===== src/rtl/multicycle_alu.sv =====
// rtl/multicycle_alu.sv - registered ALU with iterative unsigned multiply/divide
//
// Ports:
//   clk, rst_n        clock, asynchronous active-low reset
//   start             request, sampled only while busy=0
//   aluCtr            operation select, sampled with start
//   input1, input2    operands A and B, sampled with start
//   aluRes            result; low product word for MULTU, quotient for DIVU
//   hiRes             high product word for MULTU, remainder for DIVU, else 0
//   zero              aluRes==0 for the committed result
//   busy              operation in flight
//   done              one-cycle pulse while the committed result is presented
module multicycle_alu #(
    parameter int WIDTH = 32
) (
    input  logic             clk,
    input  logic             rst_n,
    input  logic             start,
    input  logic [3:0]       aluCtr,
    input  logic [WIDTH-1:0] input1,
    input  logic [WIDTH-1:0] input2,
    output logic [WIDTH-1:0] aluRes,
    output logic [WIDTH-1:0] hiRes,
    output logic             zero,
    output logic             busy,
    output logic             done
);

    localparam int CNT_W = $clog2(WIDTH) + 1;

    localparam logic [3:0] OP_AND   = 4'b0000;
    localparam logic [3:0] OP_OR    = 4'b0001;
    localparam logic [3:0] OP_ADD   = 4'b0010;
    localparam logic [3:0] OP_SUB   = 4'b0110;
    localparam logic [3:0] OP_SLTU  = 4'b0111;
    localparam logic [3:0] OP_MULTU = 4'b1000;
    localparam logic [3:0] OP_DIVU  = 4'b1001;
    localparam logic [3:0] OP_NOR   = 4'b1100;

    typedef enum logic [1:0] {IDLE, MUL, DIV, FIN} state_t;

    state_t           state, state_nxt;
    logic [WIDTH-1:0] b_reg;    // multiplicand / divisor
    logic [WIDTH-1:0] hi_reg;   // running high product / partial remainder
    logic [WIDTH-1:0] lo_reg;   // multiplier shifting out, product shifting in / dividend out, quotient in
    logic [CNT_W-1:0] cnt;

    logic             last;
    logic [WIDTH-1:0] single_res;
    logic [WIDTH:0]   mul_sum;
    logic [WIDTH-1:0] mul_hi, mul_lo;
    logic [WIDTH:0]   div_rs;
    logic             div_ge;
    logic [WIDTH-1:0] div_diff, div_hi, div_lo;

    assign last = (cnt == CNT_W'(WIDTH - 1));

    always_comb begin
        single_res = '0;
        case (aluCtr)
            OP_ADD:  single_res = input1 + input2;
            OP_SUB:  single_res = input1 - input2;
            OP_AND:  single_res = input1 & input2;
            OP_OR:   single_res = input1 | input2;
            OP_SLTU: single_res = WIDTH'(input1 < input2);
            OP_NOR:  single_res = ~(input1 | input2);
            default: single_res = '0;
        endcase
    end

    // Shift-add step: add multiplicand into the high half when the current
    // multiplier LSB is set, then shift the whole {hi,lo} pair right by one.
    assign mul_sum = {1'b0, hi_reg} + (lo_reg[0] ? {1'b0, b_reg} : '0);
    assign mul_hi  = mul_sum[WIDTH:1];
    assign mul_lo  = {mul_sum[0], lo_reg[WIDTH-1:1]};

    // Restoring step: bring in the next dividend bit; subtract the divisor
    // only when it fits. The difference is below the divisor, so WIDTH bits suffice.
    assign div_rs   = {hi_reg, lo_reg[WIDTH-1]};
    assign div_ge   = (div_rs >= {1'b0, b_reg});
    assign div_diff = div_rs[WIDTH-1:0] - b_reg;
    assign div_hi   = div_ge ? div_diff : div_rs[WIDTH-1:0];
    assign div_lo   = {lo_reg[WIDTH-2:0], div_ge};

    always_ff @(posedge clk or negedge rst_n) begin
        if (!rst_n) state <= IDLE;
        else        state <= state_nxt;
    end

    always_comb begin
        state_nxt = state;
        busy      = (state != IDLE);
        done      = (state == FIN);
        case (state)
            IDLE: if (start) begin
                case (aluCtr)
                    OP_MULTU: state_nxt = MUL;
                    OP_DIVU:  state_nxt = (input2 != '0) ? DIV : FIN;
                    default:  state_nxt = FIN;
                endcase
            end
            MUL:  if (last) state_nxt = FIN;
            DIV:  if (last) state_nxt = FIN;
            FIN:  state_nxt = IDLE;
            default: state_nxt = IDLE;
        endcase
    end

    always_ff @(posedge clk or negedge rst_n) begin
        if (!rst_n) begin
            b_reg  <= '0;
            hi_reg <= '0;
            lo_reg <= '0;
            cnt    <= '0;
            aluRes <= '0;
            hiRes  <= '0;
            zero   <= 1'b1;
        end else begin
            case (state)
                IDLE: if (start) begin
                    b_reg  <= input2;
                    hi_reg <= '0;
                    lo_reg <= input1;
                    cnt    <= '0;
                    if (aluCtr == OP_DIVU) begin
                        if (input2 == '0) begin
                            aluRes <= '1;
                            hiRes  <= input1;
                            zero   <= 1'b0;
                        end
                    end else if (aluCtr != OP_MULTU) begin
                        aluRes <= single_res;
                        hiRes  <= '0;
                        zero   <= (single_res == '0);
                    end
                end
                MUL: begin
                    hi_reg <= mul_hi;
                    lo_reg <= mul_lo;
                    cnt    <= cnt + CNT_W'(1);
                    if (last) begin
                        aluRes <= mul_lo;
                        hiRes  <= mul_hi;
                        zero   <= (mul_lo == '0);
                    end
                end
                DIV: begin
                    hi_reg <= div_hi;
                    lo_reg <= div_lo;
                    cnt    <= cnt + CNT_W'(1);
                    if (last) begin
                        aluRes <= div_lo;
                        hiRes  <= div_hi;
                        zero   <= (div_lo == '0);
                    end
                end
                default: ;
            endcase
        end
    end

endmodule


===== config.mk =====
export PLATFORM = sky130hd
export DESIGN_NAME = multicycle_alu
export DESIGN_NICKNAME = d
export VERILOG_FILES = /design/src/rtl/multicycle_alu.sv
export SDC_FILE = /design/constraint.sdc
export NUM_CORES = 1
export LEC_CHECK = 0
export ABC_AREA = 0
export BUFFER_PORTS_ARGS = -buffer_cell sky130_fd_sc_hd__buf_4
export CAP_MARGIN = 10
export CORE_MARGIN = 2
export CORE_UTILIZATION = 40
export DETAILED_ROUTE_END_ITERATION = 10
export MAX_ROUTING_LAYER = met4
export PLACE_DENSITY = 0.62
export SYNTH_ARGS = -nofsm -noshare
export SYNTH_HDL_FRONTEND = slang
export SYNTH_SLANG_ARGS = --single-unit

===== constraint.sdc =====
create_clock -name clk -period 4.2 [get_ports clk]
set_clock_uncertainty 0.15 [all_clocks]
set_input_delay 0.84 -clock clk [delete_from_list [all_inputs] [get_ports clk]]
set_output_delay 0.84 -clock clk [all_outputs]
set_load 0.01 [all_outputs]

# --- Yosys cells after proc, flatten, opt, wreduce, memory -nomap -nowiden ---
# Index checks and enable logic that the tools add are counted.
totals:
  regBits: 169
  input_bits: 71
  out_inout_bits: 67
  elab_cells: 87
classes:
  addsub: 5
  magnitude_cmp: 2
  n_eq_ne: 18
  n_mux: 35
  bitwise_logic: 3
  reduce_logical: 16
op_table:
  columns: ["cell", "n"]
  rows:
  - ["$mux 32", 16]
  - ["$pmux 32 s3", 4]
  - ["$pmux 32 s6", 1]
  - ["$logic_not 32->1", 4]
  - ["$sub 32x32->32", 2]
  - ["$add 32x32->33", 1]
  - ["$ge 33x32->1", 1]
  - ["$add 32x32->32", 1]
  - ["$and 32x32->32", 1]
  - ["$lt 32x32->1", 1]
  - ["$not 32->32", 1]
  - ["$or 32x32->32", 1]
  - ["$reduce_bool 32->1", 1]
  - ["$eq 4x4->1 const B", 3]
  - ["$pmux 6 s2", 1]
  - ["$eq 4x3->1 const B", 2]
  - ["$reduce_and 2->1", 4]
  - ["$mux 1", 7]
  - ["$add 6x1->6 const B", 1]
  - ["$eq 6x5->1 const B", 1]
  - ["$mux 6", 1]
  - ["$ne 2x2->1 const B", 3]
  - ["$ne 3x3->1 const B", 2]
  - ["$pmux 2 s3", 1]
  - ["other kinds (15)", 18]

# --- Depth between registers and ports, before layout ---
# Gate-level depths: netlist of the first run.
logic_depth:
  depth_word: 8
  ltp_mapped: 17
  mapped_depth_nobuf: 16

# --- Least setup slack after synthesis of the first run ---
# Ideal clock, no wire load.
synth_timing:
  path_type: "in2reg"
  startpoint: "in input1[0]"
  endpoint: "reg zero"
  setup_ns: 0.091
  arrival_time_ns: 4.157
  slack_ns: -0.198
  path_stages: 15
  path_cell_list: "inv_1 ha_1 fa_1 o21bai_4 a2111oi_4 and2_4 or4_4 a21oi_4 o21ai_2 a2111oi_4 o31ai_1 or4_1 nor4b_2 nand3b_1 o31ai_1"
synth_via:
  elab_chain_len: 8
  word_cells_on_any_way: 12
  cone_classes: "2 x add/sub; 1 x order compare; 5 x mux; 3 x bitwise; 1 x reduce/logical"
synth_rtl:
  columns: ["item", "line_no", "text"]
  rows:
  - ["from (decl)", "20", "input logic [WIDTH-1:0] input1,"]
  - ["branches (longest 2 deep; another with $sub 32x32->32)", null, null]
  - ["$pmux 32 s6 *", "60", "case (aluCtr)"]
  - ["$logic_not 32->1 *", "134", "zero <= (single_res == '0);"]
  - ["$mux 1 *", "131", "end else if (aluCtr != OP_MULTU) begin"]
  - ["$mux 1 *", "125", "if (aluCtr == OP_DIVU) begin"]
  - ["$mux 1 *", "120", "IDLE: if (start) begin"]
  - ["$pmux 1 s3 *", "119", "case (state)"]
  - ["to (signal assigned)", "134", null]
  - ["to (signal assigned)", "144", "zero <= (mul_lo == '0);"]
  - ["to (signal assigned)", "154", "zero <= (div_lo == '0);"]
  - ["to (decl)", "24", "output logic zero,"]
# Every way passes the cells marked *. The select of a mux whose other input is x is not followed.
# A chain may end at the register's enable or synchronous reset.

# --- Final worst setup path of the first run ---
layout_timing:
  startpoint: "in input1[2]"
  endpoint: "reg zero"
# Same word-level chain as after synthesis.

==> results of run 1 <==
==> critical path: cells and delay by family <==
| family | cells | cell delay (ns) |
|---|---|---|
| adders and majority gates | 1 | 0.33 |
| AOI/OAI and AO/OA | 4 | 0.86 |
| buffers and inverters | 5 | 0.63 |
| and+or+nand+nor | 8 | 1.89 |
==> cell usage after synthesis (14+ instances only) <==
master and count:
sky130_fd_sc_hd__o21ai_0 231, sky130_fd_sc_hd__nand2_1 230, sky130_fd_sc_hd__nor2_1 209, sky130_fd_sc_hd__a21oi_1 195, sky130_fd_sc_hd__ha_1 183, sky130_fd_sc_hd__dfrtp_1 168
sky130_fd_sc_hd__inv_1 150, sky130_fd_sc_hd__clkbuf_1 93, sky130_fd_sc_hd__a21o_1 41, sky130_fd_sc_hd__a221o_1 41, sky130_fd_sc_hd__nand3_1 41, sky130_fd_sc_hd__nor3_1 35
sky130_fd_sc_hd__xnor2_1 33, sky130_fd_sc_hd__nor4_1 26, sky130_fd_sc_hd__xor2_1 26, sky130_fd_sc_hd__a221oi_1 23, sky130_fd_sc_hd__nand4_1 23, sky130_fd_sc_hd__a31oi_1 19
sky130_fd_sc_hd__buf_1 19, sky130_fd_sc_hd__nor2b_1 19, sky130_fd_sc_hd__o21bai_1 19, sky130_fd_sc_hd__a22oi_1 18, sky130_fd_sc_hd__buf_2 17, sky130_fd_sc_hd__o211ai_1 17
sky130_fd_sc_hd__a211oi_1 16, sky130_fd_sc_hd__and2_1 16, sky130_fd_sc_hd__o21a_1 16, sky130_fd_sc_hd__o31ai_1 16, sky130_fd_sc_hd__o22ai_1 15, sky130_fd_sc_hd__mux2i_1 14
sky130_fd_sc_hd__nand2b_1 14, sky130_fd_sc_hd__or3_1 14
==> layout by cell type, fill, tap and decap left out, types with 15 or more instances in the layout <==
cell	instances
sky130_fd_sc_hd__o21ai_1	15
sky130_fd_sc_hd__buf_4	590
sky130_fd_sc_hd__o21bai_1	19
sky130_fd_sc_hd__a22oi_1	16
sky130_fd_sc_hd__dfrtp_1	168
sky130_fd_sc_hd__a31oi_1	16
sky130_fd_sc_hd__a221o_1	41
sky130_fd_sc_hd__a21oi_1	191
sky130_fd_sc_hd__nand3_1	41
sky130_fd_sc_hd__a221oi_1	23
sky130_fd_sc_hd__nor2b_1	19
sky130_fd_sc_hd__and2_1	16
sky130_fd_sc_hd__ha_1	180
sky130_fd_sc_hd__clkbuf_16	17
sky130_fd_sc_hd__nand2_1	229
sky130_fd_sc_hd__o31ai_1	15
sky130_fd_sc_hd__xor2_1	26
sky130_fd_sc_hd__o22ai_1	15
sky130_fd_sc_hd__o21ai_0	225
sky130_fd_sc_hd__nor4_1	24
sky130_fd_sc_hd__o211ai_1	17
sky130_fd_sc_hd__nor3_1	34
sky130_fd_sc_hd__inv_1	150
sky130_fd_sc_hd__nor2_1	207
sky130_fd_sc_hd__xnor2_1	33
sky130_fd_sc_hd__nand4_1	23
sky130_fd_sc_hd__a21o_1	41
==> layout make-up <==
cell class / count / area, um2 / area share (%)
clock inverter: 15 / 195 / 0.853
clock buffer: 17 / 425 / 1.86
timing repair buffer: 597 / 4560 / 19.9
tap: 585 / 732 / 3.20
sequential: 169 / 4230 / 18.5
multi-input combinational: 1781 / 12200 / 53.2
inverter: 152 / 571 / 2.49
==> metrics by stage <==
step	area [um2]	util, %
after floorplan	17300	-
after global routing	22900	53.4
after CTS	22700	53.0
after global placement	22000	51.4
final	22900	53.4
after detailed placement	22000	51.4
==> kinds of logic (layout without fill, tap and decap cells) <==
kind of cell	count (synthesis)	after routing
AO/OA/AOI/OAI	821	821
XOR/XNOR	59	59
adder cells (fa/ha/maj)	187	187
buffers and inverters	291	781
flip-flops	169	169
multiplexers	20	20
AND/OR/NAND/NOR	694	694
==> worst min-delay path by stage <==
stage	start	end	slack, ns	depth (start not counted)
after floorplan	b_reg[10]	b_reg[10]	0.30	2
after global placement	aluRes[16]	aluRes[16]	0.31	2
after detailed placement	aluRes[14]	aluRes[14]	0.32	1
after CTS	rst_n	hi_reg[7]	0.25	1
after global routing	rst_n	hi_reg[7]	0.27	1
final	rst_n	hi_reg[7]	0.22	1
==> where the power goes <==
| part | internal [uW] | total, uW | switching, uW |
|---|---|---|---|
| Sequential | 2380 | 2990 | 609 |
| Combinational | 3980 | 9770 | 5790 |
| Clock | 912 | 1740 | 827 |
==> timing repair <==
item                       4_1_cts  5_1_grt
pin swaps                        5       14
gates resized for setup         15       37
setup endpoints to repair        4       21
buffers inserted                 1        2
==> routing by layer <==
| layer | track usage [%] | routed length (um) | up-vias |
|---|---|---|---|
| met5 | - | 0 | - |
| met1 | 48.3 | 34700 | 9347 |
| met4 | 7.60 | 1460 | 0 |
| met2 | 52.7 | 33400 | 724 |
| met3 | 3.99 | 4840 | 67 |
| li1 | - | - | 9151 |
==> results.json, run 1 <==
{
  "grt-ovfl-total": 0,
  "tns_ns": -0.106,
  "synth.top_cells.by_area": "sky130_fd_sc_hd__dfrtp_1 24%, sky130_fd_sc_hd__ha_1 13%, sky130_fd_sc_hd__o21ai_0 6.7%, sky130_fd_sc_hd__a21oi_1 5.7%, sky130_fd_sc_hd__nand2_1 5.0%",
  "cts_tree": "built",
  "fraction_of_final_layout_cells_sized_beyond_drive_strength_1_pct": 26.8,
  "clkSinkCount": 169,
  "power.static_leakage_uw": 0.0111,
  "synth_top_family_by_area": "compound AO/OA/AOI/OAI gates",
  "cell_taking_the_most_area_after_synthesis": "sky130_fd_sc_hd__dfrtp_1",
  "worst_hold_path_type": "in -> async",
  "buffer_ports.inserted": 137,
  "gp_congestion": 0.973,
  "crit_path_end": "zero",
  "slew_at_the_pin_with_the_worst_max_slew_slack_ns": 0.875,
  "drt_drc_violations_left": 0,
  "placed_cells_incl_taps": 3281,
  "r2r-start": "cnt[0]",
  "core_area_mm2": 0.0429,
  "floorplan.die_area_mm2": 0.0448,
  "p_total_uw": 14500,
  "grt_start_max_net_pins": 71,
  "final-setup-viol-count": 1,
  "clock_tree.root_cell": "sky130_fd_sc_hd__clkbuf_16",
  "antenna-diode-count": 0,
  "critPathSlowestCell": "sky130_fd_sc_hd__or4_4",
  "worstPathCellList": "buf_4 > inv_1 > ha_1 > buf_4 > and2b_1 > buf_4 > a21o_1 > a221o_1 > a21oi_2 > nand4_1 > or4_4 > nor4_4 > buf_4 > nand4_1 > or4_4 > nor4b_4 > nand3b_1 > o31ai_1",
  "yosys_warnings": 0,
  "num_vias": 19300,
  "synth_compound_gate_area_share_pct": 31.8,
  "yosys.area_share.adder_pct": 13.7,
  "crit_path_start_kind": "input pin",
  "boundaryPins": 138,
  "routed_wl_um": 74400,
  "global_route.usage.total_pct": 34.2,
  "vias_per_cell": 5.82,
  "finalWorstPathRequiredPeriod_ns": 4.31,
  "cts_hold_buffers": 0,
  "mappedNetlistNets": 2499,
  "critical_path.max_stage_delay_ns": 0.47,
  "cp_data_arrival_time_ns": 4.54,
  "wire_length_of_the_first_global_routing_pass_um": 113000,
  "number_of_global_route_vias_before_repair": 18600,
  "cts_buffers": 17,
  "worst_skew_late_latency_ns": 0.48,
  "synth_seq_area_share_pct": 24.5,
  "cts_max_path_buffers": 2,
  "post_synth_and_or_nand_nor_area_fraction_pct": 19.0,
  "num-nets-final": 2976,
  "whs_ns": 0.216,
  "die_extent_in_y_um": 212,
  "drt-pass1-iter-count": 6,
  "critical_path_class": "in -> reg",
  "worstPathRequired_ns": 4.43,
  "crit_path_from": "input1[2]",
  "dp_hpwl_um": 60200,
  "violations": "setup timing",
  "finalWorstSetupSlack_ns": -0.106,
  "synth_enable_flop_cells": 0,
  "synth_top_area_share_pct": 24.3,
  "dominantRegCellSynth": "sky130_fd_sc_hd__dfrtp_1",
  "critical_path.endpoint_type": "register",
  "cp_max_fo": 5,
  "rrSetupSlack_ns": 0.13,
  "finalHoldViolCount": 0,
  "htreeDepth": 4,
  "status": "finished, violations left",
  "syn2layout_area_growth_pct": 32.5,
  "async_s_r_ff_share_synth_pct": 100,
  "dp_slack_ns": -0.824,
  "detailedRoute.firstIterationViolations": 1795,
  "core.rowCount": 76,
  "ffs_latches_synth": 169,
  "reg2regPathDepth": 14,
  "yosys.area_share.xor_xnor_pct": 2.99,
  "synth_cell_type_count": 105,
  "fraction_of_the_cycle_the_final_worst_path_needs_pct": 103,
  "start_util_pct": 40.3,
  "timing.rr.end": "zero",
  "critical-path-top-cell-by-count": "sky130_fd_sc_hd__buf_4",
  "path_clk_slew_ns": 0.07,
  "relSlewSlack_pct": 41.5,
  "ant_nets": 0,
  "syn_area_mm2": 0.0173,
  "mux_contribution_to_synthesized_area_pct": 1.20,
  "synthesized_instance_count": 2241,
  "rsz0062_at_grt": "yes",
  "drv.max_cap_violation_count": 0,
  "stdcell_count": 3316,
  "worst_ir_drop_vdd_v": 0.000419,
  "die_width_um": 212,
  "postSynthAreaPerCell_um2": 7.70,
  "post_drt_wl_per_cell_um": 22.4,
  "num-fill-cells": 4134,
  "power.density_cell_area_mw_per_mm2": 634,
  "achievable-frequency_mhz": 232,
  "grt_antenna_before_repair": 0,
  "slew_violations": 0
}
(Power assumes the default switching activity.)
==> run 2, diff against run 1 <==
--- a/config.mk
+++ b/config.mk
@@ -5,7 +5,7 @@
 export SDC_FILE = /design/constraint.sdc
 export NUM_CORES = 1
 export LEC_CHECK = 0
-export ABC_AREA = 0
+export ABC_AREA = 1
 export BUFFER_PORTS_ARGS = -buffer_cell sky130_fd_sc_hd__buf_4
 export CAP_MARGIN = 10
 export CORE_MARGIN = 2
==> run 2 against run 1 <==
  * The run now ends clean
  * Worst hold slack gained 0.043 ns
  * Critical path depth grew 3
  * First-iteration DRC count grew 18%
  * Synthesized cell count grew 38%
  * Register-to-register slack gained 0.42 ns
  * Sequential share of layout area grew 1.2 points
  * Maximum frequency grew 12%
  * Power grew 16%
  * Count of clock-buffer cells in the layout grew 1
  * Sequential cell count is the same
  * Non-clock buffer count shrank 386
  * Largest power group unchanged
==> results.json, run 2 <==
{
  "worstPathRequired_ns": 4.48,
  "dp_hpwl_um": 68100,
  "clkSinkCount": 169,
  "worst_skew_late_latency_ns": 0.49,
  "syn_area_mm2": 0.0190,
  "htreeDepth": 4,
  "buffer_ports.inserted": 137,
  "number_of_global_route_vias_before_repair": 20600,
  "crit_path_start_kind": "input pin",
  "power.static_leakage_uw": 0.0117,
  "worstPathCellList": "buf_4 > ha_1 > inv_1 > fa_1 > inv_1 > nand2_1 > nand2_1 > nand3_1 > nand2_1 > nand2_1 > nand2_1 > nand3b_1 > nand2_1 > nand2_1 > nand3_1 > nand2_1 > nor2_1 > nand2_1 > nor2_1 > nand3_1 > a21oi_1",
  "grt_start_max_net_pins": 84,
  "finalWorstSetupSlack_ns": 0.359,
  "cts_max_path_buffers": 2,
  "core.rowCount": 79,
  "switch_share_pct": 56.9,
  "start_util_pct": 40.6,
  "share_clk_of_total_power_pct": 10.0,
  "dominantRegCellSynth": "sky130_fd_sc_hd__dfrtp_1",
  "m1WireLength_um": 36600,
  "rsz0062_at_grt": "no",
  "num-nets-final": 3473,
  "area_of_all_placed_cells_without_fillers_mm2": 0.0215,
  "part_of_the_power_in_registers_pct": 19.0,
  "critical_path_class": "in -> reg",
  "antenna-diode-count": 0,
  "met3RoutedLength_um": 5140,
  "drv.max_cap_violation_count": 0,
  "async_s_r_ff_share_synth_pct": 100,
  "synth_enable_flop_cells": 0,
  "num_vias": 21600,
  "status": "completed",
  "syn2layout_area_growth_pct": 13.2,
  "postSynthAreaPerCell_um2": 6.14,
  "intPower_uw": 7230,
  "synth_seq_area_share_pct": 22.3,
  "mostFrequentLayoutCell": "sky130_fd_sc_hd__nand2_1",
  "synth_cell_type_count": 51,
  "drt-pass1-iter-count": 6,
  "p_total_uw": 16800,
  "ffs_latches_synth": 169,
  "routed_wl_um": 83500,
  "slew_at_the_pin_with_the_worst_max_slew_slack_ns": 0.899,
  "cts_hold_buffers": 0,
  "mappedNetlistNets": 3351,
  "vias_per_cell": 5.64,
  "relSlewSlack_pct": 40.0,
  "cell_taking_the_most_area_after_synthesis": "sky130_fd_sc_hd__dfrtp_1",
  "synthesized_instance_count": 3093,
  "ant_nets": 0,
  "critical-path-top-cell-by-count": "sky130_fd_sc_hd__nand2_1",
  "reported_net_switching_power_uw": 9530,
  "final-setup-viol-count": 0,
  "finalWorstPathRequiredPeriod_ns": 3.84,
  "boundaryPins": 138,
  "fraction_of_the_cycle_the_final_worst_path_needs_pct": 91.5,
  "gp_congestion": 1.05,
  "clock_tree.root_cell": "sky130_fd_sc_hd__clkbuf_16",
  "dpl_cell_area_mm2": 0.0209,
  "cp_data_arrival_time_ns": 4.12,
  "most_frequently_used_cell_type_in_the_post_synthesis_netlist": "sky130_fd_sc_hd__nand2_1",
  "cts_tree": "built",
  "power.combinational.fraction_pct": 71.0,
  "die_width_um": 222,
  "postCtsSetupBuffers": 0,
  "slew_violations": 0,
  "finalHoldViolCount": 0,
  "detailedRoute.firstIterationViolations": 2120,
  "fraction_of_final_layout_cells_sized_beyond_drive_strength_1_pct": 8.89,
  "yosys_warnings": 0,
  "power.density_cell_area_mw_per_mm2": 780,
  "grt_antenna_before_repair": 0,
  "die_extent_in_y_um": 222,
  "worst_ir_drop_vdd_v": 0.000438,
  "wl_met2_um": 38300,
  "post_drt_wl_per_cell_um": 21.8,
  "finish.utilization_pct": 46.0,
  "dp_slack_ns": -0.0943,
  "cts_buffers": 17,
  "grt-ovfl-total": 0,
  "synth.top_cells.by_area": "sky130_fd_sc_hd__dfrtp_1 22%, sky130_fd_sc_hd__nand2_1 17%, sky130_fd_sc_hd__ha_1 12%, sky130_fd_sc_hd__inv_1 9.3%, sky130_fd_sc_hd__a21oi_1 6.1%",
  "final_cell_mix": "872 x sky130_fd_sc_hd__nand2_1, 469 x sky130_fd_sc_hd__inv_1, 273 x sky130_fd_sc_hd__nor2_1",
  "critPathSlowestCell": "sky130_fd_sc_hd__fa_1",
  "critical_path.endpoint_type": "register",
  "achievable-frequency_mhz": 260,
  "synth_top_area_share_pct": 22.1,
  "worst_hold_path_type": "in -> async",
  "post_synth_most_frequent_cells": "875 x sky130_fd_sc_hd__nand2_1, 469 x sky130_fd_sc_hd__inv_1, 273 x sky130_fd_sc_hd__nor2_1, 233 x sky130_fd_sc_hd__a21oi_1, 226 x sky130_fd_sc_hd__nand3_1",
  "wire_length_of_the_first_global_routing_pass_um": 125000,
  "critical_path.max_stage_delay_ns": 0.38,
  "routed.top_layer": "met4",
  "cts-resized-gates": 0,
  "drt_drc_violations_left": 0,
  "path_clk_slew_ns": 0.09,
  "core_area_mm2": 0.0468,
  "global_route.usage.total_pct": 34.5,
  "floorplan.die_area_mm2": 0.0492,
  "cp_max_fo": 4
}
==> run 2: cell count changes after synthesis, moves of 41 or more <==
cell                       previous run  this run
sky130_fd_sc_hd__clkbuf_1            93        48
sky130_fd_sc_hd__a221o_1             41         0
sky130_fd_sc_hd__inv_1              150       469
sky130_fd_sc_hd__nand3_1             41       226
sky130_fd_sc_hd__o21ai_0            231       151
sky130_fd_sc_hd__nand2_1            230       875
sky130_fd_sc_hd__nor2_1             209       273
==> run 2: through the flow <==
| stage | TNS (ns) | instances | hold slack (ns) |
|---|---|---|---|
| after floorplan | 0 | 3093 | 0.324 |
| after global placement | -0.0667 | 3803 | 0.319 |
| after CTS | 0 | 3835 | 0.304 |
| after global routing | 0 | 3835 | 0.338 |
| after detailed placement | -0.0943 | 3803 | 0.318 |
| final | 0 | 3835 | 0.259 |
==> run 2: cells by family (layout without fill, tap and decap cells) <==
group	after synthesis	after routing	synth area share, %
adder cells (fa/ha/maj)	187	187	12.5
flip-flops	169	169	22.3
buffers and inverters	586	721	12.0
AND/OR/NAND/NOR	1513	1513	33.5
AO/OA/AOI/OAI	610	610	18.5
XOR/XNOR	28	28	1.29
==> run 2: area by class of cell <==
| type | count | area, um2 |
|---|---|---|
| Clock buffer | 18 | 439 |
| Clock inverter | 14 | 151 |
| Fill cell | 4951 | 25300 |
| Inverter | 478 | 1790 |
| Multi-Input combinational cell | 2338 | 12500 |
| Sequential cell | 169 | 4230 |
| Tap cell | 607 | 759 |
| Timing Repair Buffer | 211 | 1610 |
==> run 2: worst max-delay path: cells and delay by family <==
family	cells	cell delay [ns]
AND/OR/NAND/NOR	15	2.14
adder cells (fa/ha/maj)	2	0.68
buffers and inverters	3	0.30
AO/OA/AOI/OAI	1	0.15
==> run 2: power by group through the flow <==
stage	clock, uW	sequential [uW]	combinational, uW
CTS	1680	3160	11700
detailed placement	0	3180	11700
global route	1740	3260	13100
floorplan	0	3000	7710
finish	1680	3180	11900
global placement	0	3180	11700
==> run 2: metal layers <==
| metal | global-route usage [%] | up-vias |
|---|---|---|
| met5 | - | - |
| met4 | 14.6 | 0 |
| met3 | 2.84 | 161 |
| met2 | 55.0 | 898 |
| met1 | 45.2 | 10200 |
| li1 | - | 10300 |
==> run 2: path summary, 6_finish.rpt <==
check | start | endpoint | slack [ns] | cells after the start
worst max-delay path | input1[0] | zero | 0.36 | 21
worst min-delay path | rst_n | aluRes[1] | 0.26 | 1
worst max register to register | lo_reg[0] | hiRes[30] | 0.55 | 17
worst min register to register | aluRes[16] | aluRes[16] | 0.34 | 2
max in group asynchronous | rst_n | b_reg[24] | 2.54 | 2
min in group clk | aluRes[16] | aluRes[16] | 0.34 | 2
